===== src/rtl/rr_decoder_arbiter.sv =====
// rr_decoder_arbiter
//   Round-robin arbiter that hands one shared 3-to-8 one-hot decode resource
//   to one of eight requesters at a time. The winner's index and decoder
//   enable are held until the owner releases, withdraws its request, or the
//   hold limit forces a release.
//
// Parameters
//   MAX_HOLD : cycles a grant may be held before forced release (0 = no limit)
//   CNT_W    : hold-counter width, 2**CNT_W must exceed MAX_HOLD
//
// Ports
//   clk           : system clock, rising edge
//   rst           : synchronous active-high reset
//   en            : arbiter enable, gates new grants only
//   req[7:0]      : request vector, req[i] from requester i
//   release_grant : current owner ends its grant
//   grant[7:0]    : registered one-hot grant
//   grant_idx     : registered binary index of the owner
//   grant_valid   : grant active, doubles as decoder enable
//   timeout       : one-cycle pulse on forced release
module rr_decoder_arbiter #(
    parameter int unsigned MAX_HOLD = 16,
    parameter int unsigned CNT_W    = 5
) (
    input  logic       clk,
    input  logic       rst,
    input  logic       en,
    input  logic [7:0] req,
    input  logic       release_grant,
    output logic [7:0] grant,
    output logic [2:0] grant_idx,
    output logic       grant_valid,
    output logic       timeout
);

    localparam logic [CNT_W-1:0] HOLD_LAST =
        (MAX_HOLD == 0) ? '0 : CNT_W'(MAX_HOLD - 1);

    typedef enum logic {
        IDLE,
        GRANT
    } state_e;

    state_e           state_q, state_d;
    logic [2:0]       ptr_q, ptr_d;
    logic [2:0]       idx_q, idx_d;
    logic [7:0]       grant_q, grant_d;
    logic             valid_q, valid_d;
    logic             to_q, to_d;
    logic [CNT_W-1:0] cnt_q, cnt_d;

    logic             pick_found;
    logic [2:0]       pick_idx;
    logic             owner_req;
    logic             hold_last;
    logic             end_grant;

    // First requester at or after ptr; the 3-bit index sum wraps 7 -> 0.
    always_comb begin
        pick_found = 1'b0;
        pick_idx   = '0;
        for (int unsigned k = 0; k < 8; k++) begin
            if (!pick_found && req[ptr_q + 3'(k)]) begin
                pick_found = 1'b1;
                pick_idx   = ptr_q + 3'(k);
            end
        end
    end

    always_comb begin
        owner_req = req[idx_q];
        hold_last = (MAX_HOLD != 0) && (cnt_q == HOLD_LAST);
        end_grant = release_grant | ~owner_req | hold_last;
    end

    // State register (all flops)
    always_ff @(posedge clk) begin
        if (rst) begin
            state_q <= IDLE;
            ptr_q   <= '0;
            idx_q   <= '0;
            grant_q <= '0;
            valid_q <= 1'b0;
            to_q    <= 1'b0;
            cnt_q   <= '0;
        end else begin
            state_q <= state_d;
            ptr_q   <= ptr_d;
            idx_q   <= idx_d;
            grant_q <= grant_d;
            valid_q <= valid_d;
            to_q    <= to_d;
            cnt_q   <= cnt_d;
        end
    end

    // Next-state logic
    always_comb begin
        state_d = state_q;
        case (state_q)
            IDLE:    if (en && pick_found) state_d = GRANT;
            GRANT:   if (end_grant)        state_d = IDLE;
            default: state_d = IDLE;
        endcase
    end

    // Output / datapath next values
    always_comb begin
        ptr_d   = ptr_q;
        idx_d   = idx_q;
        grant_d = grant_q;
        valid_d = valid_q;
        to_d    = 1'b0;
        cnt_d   = cnt_q;
        case (state_q)
            IDLE: begin
                grant_d = '0;
                valid_d = 1'b0;
                if (en && pick_found) begin
                    idx_d   = pick_idx;
                    grant_d = 8'b1 << pick_idx;
                    valid_d = 1'b1;
                    cnt_d   = '0;
                end
            end
            GRANT: begin
                if (end_grant) begin
                    grant_d = '0;
                    valid_d = 1'b0;
                    ptr_d   = idx_q + 3'd1;
                    // Pulse only when the hold limit alone ended the grant.
                    to_d    = hold_last & ~release_grant & owner_req;
                end else begin
                    cnt_d = cnt_q + 1'b1;
                end
            end
            default: begin
                grant_d = '0;
                valid_d = 1'b0;
            end
        endcase
    end

    assign grant       = grant_q;
    assign grant_idx   = idx_q;
    assign grant_valid = valid_q;
    assign timeout     = to_q;

endmodule


===== config.mk =====
export PLATFORM = sky130hd
export DESIGN_NAME = rr_decoder_arbiter
export DESIGN_NICKNAME = d
export VERILOG_FILES = /design/src/rtl/rr_decoder_arbiter.sv
export SDC_FILE = /design/constraint.sdc
export NUM_CORES = 1
export LEC_CHECK = 0
export BUFFER_PORTS_ARGS = -buffer_cell sky130_fd_sc_hd__buf_2
export CAP_MARGIN = 20
export CORE_MARGIN = 5
export CORE_UTILIZATION = 47
export DETAILED_ROUTE_END_ITERATION = 8
export PLACE_DENSITY = 0.69
export SYNTH_ARGS = -nofsm -noshare
export SYNTH_HDL_FRONTEND = slang
export SYNTH_SLANG_ARGS = --single-unit

===== constraint.sdc =====
create_clock -name clk -period 7.3 [get_ports clk]
set_input_delay 1.095 -clock clk [delete_from_list [all_inputs] [get_ports clk]]
set_output_delay 1.095 -clock clk [all_outputs]
set_load 0.005 [all_outputs]

-- Word-level counts from Yosys, hierarchy flattened
Cells that the tools add are included.
- add/subtract/negate cells: 9
- order comparisons: 9
- equal/unequal tests: 4
- shift operators: 1
- mux-type cells: 45
- bitwise logic cells: 8
- reductions and logical operators: 19
- operators by type and width (cell ; count):
    $lt 3x4->1 const B ; 9
    $bmux 1 s3 ; 9
    $mux 3 ; 8
    $mux 1 ; 20
    $mux 8 ; 2
    $pmux 8 s2 ; 1
    $add 3x3->3 const B ; 4
    $mux 5 ; 2
    $pmux 5 s2 ; 1
    $logic_and 1x1->1 ; 8
    $shl 1x3->8 const A ; 1
    $logic_not 1->1 ; 7
    $add 3x1->3 const B ; 2
    $add 3x2->3 const B ; 2
    $reduce_and 2->1 ; 3
    $add 5x1->5 const B ; 1
    $eq 5x4->1 const B ; 1
    $ne 2x2->1 const B ; 2
    $not 1->1 ; 4
    $pmux 1 s2 ; 2
    $reduce_or 3->1 ; 1
    $and 1x1->1 ; 2
    $ne 2x1->1 const B ; 1
    $or 1x1->1 ; 2
- bits in registers: 22
- bits of input ports: 12
- output and inout bits: 13
- logic and storage cells: 102

-- Longest topological paths before layout
- depth in word-level cells: 27
- depth in mapped cells: 13
- depth with buffers taken out: 9

-- Worst setup path after synthesis
Ideal clock, no wire load.
- path kind: in2reg
- start: input req[0]
- end: register grant_q[0] (netlist: grant[0])
- library setup time: 0.087 ns
- data arrival time: 3.050 ns
- data required time: 7.213 ns
- path slack: 4.163 ns
- stages on the path: 6
- path through: mux4_1 mux2i_4 nand2_2 o32a_1 or4b_4 o31ai_1
- cells in the longest elaborated chain, start to end: 27
- ends and longest elaborated chain (element ; RTL line ; source):
    from (decl) ; 28 ; input logic [7:0] req,
    $bmux 1 s3 ; 63 ; if (!pick_found && req[ptr_q + 3'(k)]) begin
    $mux 1 (implied by the code) ; 63 ;
    $mux 1 ; 63 ;
    $logic_not 1->1 ; 63 ;
    $logic_and 1x1->1 ; 63 ;
    $mux 1 ; 63 ;
    $logic_not 1->1 ; 63 ;
    $logic_and 1x1->1 ; 63 ;
    [... 11 more ...] ; n/a ;
    $logic_and 1x1->1 ; 63 ;
    $mux 1 ; 63 ;
    $logic_not 1->1 ; 63 ;
    $logic_and 1x1->1 ; 63 ;
    $mux 3 / $mux 1 (equally long branches) ; 63 ;
    $shl 1x3->8 / $logic_and 1x1->1 (equally long branches) ; 121, 119 ;
    $mux 8 ; 119 ; if (en && pick_found) begin
    $pmux 8 s2 ; 115 ; case (state_q)
    to (signal assigned) ; 90 ; grant_q <= grant_d;
    to (decl) ; 47 ; logic [7:0] grant_q, grant_d;
Several ways; a longest one is shown, not always the timed one. The select of a mux whose other input is x is not followed.
A chain may end at the register's enable or synchronous reset.

-- Worst setup path in the final report
- start: register ptr_q[0]
- end: register idx_q[0] (netlist: grant_idx[0])
- cells in the longest elaborated chain, start to end: 26
- ends and longest elaborated chain (element ; RTL line ; source):
    from (decl) ; 45 ; logic [2:0] ptr_q, ptr_d;
    from (signal assigned) ; 88 ; ptr_q <= ptr_d;
    parallel branches: the longest is 26 deep, another holds $add 3x1->3 ; n/a ;
    to (signal assigned) ; 89 ; idx_q <= idx_d;
    to (decl) ; 46 ; logic [2:0] idx_q, idx_d;
Parallel ways; which one is timed is not known. The select of a mux whose other input is x is not followed.

==> results by group <==
Place
  • Detailed Place HPWL: 3.40 mm
  • GP Congestion: 0.866
  • Placed Instance Area: 2010 µm²
  • Setup Slack @ Placement: 3.36 ns
  • I/O Buffers: 24

Global routing
  • GRT overflow: 0
  • Met1 global-route usage: 25.9%
  • Antenna violations before repair: 0
  • Tot GR Track Use: 17.8%
  • Grt met3 use: 2.60%
  • Largest net degree at the start of global routing: 24
  • Number of global-route vias before repair: 1601
  • Met2 usage: 27.0%
  • Global-route wire length before repair: 7.66 mm
  • GR peak layer: met2

Clocking
  • CTS tree: built
  • Hold_buf cts: 0
  • Clock Path Buffers: 2
  • Worst skew pair latency: 0.27 ns
  • Number of CTS-inserted buffers: 3
  • Worst-path clk slew: 0.08 ns
  • Clock sink count: 22
  • Post-CTS Setup Bufs: 0
  • H-tree levels: 1
  • Post-cts sizing count: 0
  • Clock root cell: clkbuf_8

Logic synthesis
  • Post-synth design cell area: 1890 µm²
  • Most used DFF post-synth: dfxtp_1
  • Library cells used by synthesis: 64
  • Synth area leader: dfxtp_1
  • Syn Area/Cell: 9.18 µm²
  • Post-synth EDFFs: 0
  • Register bit total from synthesis: 22
  • Syn Nets: 223
  • Synth top area share: 23.3%
  • Top cells by area, synth: dfxtp_1, mux4_2, mux2i_1
  • Most common cell in the netlist: dfxtp_1
  • Async SR Flop Fraction: 0%
  • Synth cell count leaders: dfxtp_1, nand2_1, nor2_1
  • Register area share after synthesis: 23.3%
  • Synth warnings: 0
  • Synth Instances: 206

Cells and area
  • # diodes: 0
  • Fill count: 343
  • Design area: 2080 µm²
  • Layout cells sized above 1: 23.1%
  • Area Growth Syn to Fin: 10.1%
  • Final net count: 243

Floorplan
  • DIE WIDTH: 73.4 µm
  • Initial Util: 48.0%
  • I/O pin total: 25
  • Row cnt: 23
  • DIE AREA: 5390 µm²
  • Die Y: 73.4 µm
  • Core Region: 3940 µm²

Drt
  • Drc violations: 0
  • Final WL: 4.58 mm
  • Vias: 1737
  • DR pass1 iterations: 4
  • Vias per cell: 6.32
  • WL per Instance: 16.6 µm
  • Antenna viol nets, final: 0
  • Initial DRC count: 103

Worst setup path
  • Worst Path Arrival: 4.16 ns
  • Crit Path Class: reg -> reg
  • Buf/Inv on CP: 1
  • CP Max Fanout: 23
  • Cell mode on critical path: mux2i_1
  • Startpoint types: flop
  • Crit-path slowest cell: dfxtp_1
  • Crit path largest cell delay: 0.86 ns
  • CP required: 7.48 ns
  • Crit-path cells: inv_1 > ha_1 > mux2i_1 > mux2i_1 > o211ai_1 > nand4_1 > a2111oi_1 > o21ba_2 > a211oi_1
  • Crit path capture type: flop
  • Delay-heaviest family, CP: compound AO/OA/AOI/OAI gates

STA
  • RSZ-0062 raised after global routing: false
  • Final Critical Period: 3.99 ns
  • # setup viols final: 0
  • Max Slew Vio Count: 0
  • Relative slew slack: 45.1%
  • Worst setup margin: 3.31 ns
  • Clk_skew: 0.00438 ns
  • Max Freq: 251 MHz
  • Measured slew at the worst slew-check pin: 0.823 ns
  • Setup TNS: 0 ns
  • Final Hold Vio Count: 0
  • Final Cycle Share: 54.6%

Power
  • Power density over cell area: 186 nW/µm²
  • Maximum vdd drop: 0.121 mV
  • Leak: 0.790 nW

Run status
  • Status: finished, final reports clean

Min path
  • Min-Delay Path Class: reg -> reg

Run
  • Max-Cap Viols: 0
-- per-layer routing --
layer,vias up,wire (µm)
met4,0,63
met2,60,2130
li1,837,-
met5,-,0
met3,7,302
met1,833,2080
-- registers in the layout (all words and copies together), names as in the netlist --
signal / cells
grant: 8
ptr_q: 3
timeout: 1
state_q: 1
cnt_q: 5
grant_valid: 1
grant_idx: 3
-- worst reg2reg max path, delay by kind of cell (launching register included) --
| kind | cells | cell delay (ns) |
|---|---|---|
| AOI/OAI and AO/OA | 4 | 1.41 |
| DFF | 1 | 0.86 |
| adders and majority gates | 1 | 0.63 |
| buffers and inverters | 1 | 0.28 |
| and+or+nand+nor | 1 | 0.23 |
| muxes | 2 | 0.49 |
-- final timing paths --
path / start / end / slack (ns) / cells past startpoint
hold / removal: grant[7] / grant[7] / 0.45 / 2
setup / recovery: ptr_q[0] / grant_idx[0] / 3.31 / 9
setup reg to reg: ptr_q[0] / grant_idx[0] / 3.31 / 9
hold reg to reg: grant[7] / grant[7] / 0.45 / 2
-- final cells by class --
| cell class | instances | area (µm²) | area share [%] |
|---|---|---|---|
| Multi-Input combinational cell | 167 | 1360 | 65.2 |
| Sequential cell | 22 | 440 | 21.2 |
| Timing Repair Buffer | 24 | 120 | 5.77 |
| Tap cell | 50 | 62.6 | 3.00 |
| Clock buffer | 3 | 41.3 | 1.98 |
| Clock inverter | 1 | 30.0 | 1.44 |
| Inverter | 8 | 30.0 | 1.44 |
-- power breakdown --
| group | internal [mW] | total (mW) | switching (mW) |
|---|---|---|---|
| Combinational | 0.0580 | 0.137 | 0.0791 |
| Clock | 0.0733 | 0.113 | 0.0394 |
| Sequential | 0.126 | 0.136 | 0.0107 |
| Total | 0.257 | 0.386 | 0.129 |
-- cell usage in the layout (no fill, tap or decap), drive strengths merged, types with 6 or more instances in the layout --
master / n
inv: 8
nand3: 8
nor2: 18
xnor2: 6
mux4: 10
o31ai: 9
dfxtp: 22
a21oi: 10
buf: 24
mux2i: 14
nand2: 19
-- stage by stage --
stage | hold slack (ns) | util (%) | cells | total power [mW]
3_5_place_dp | 0.435 | 51.0 | 271 | 0.274
4_1_cts | 0.452 | 52.8 | 275 | 0.387
6_report | 0.450 | 52.8 | 275 | 0.386
5_1_grt | 0.474 | 52.8 | 275 | 0.407
3_3_place_gp | 0.435 | 51.0 | 271 | 0.274
2_1_floorplan | 0.449 | - | 206 | 0.242
-- cell families (layout without fill, tap and decap cells) --
group / after synthesis / after routing / share of synthesized area [%]
fa+ha+maj: 5 / 5 / 3.31
simple gates: 67 / 67 / 18.1
flops: 22 / 22 / 23.3
buf+inv: 17 / 36 / 4.96
mux: 29 / 29 / 23.7
xor+xnor: 7 / 7 / 4.03
compound gates: 59 / 59 / 22.6
Note: power is estimated with default switching activity, not from simulation.
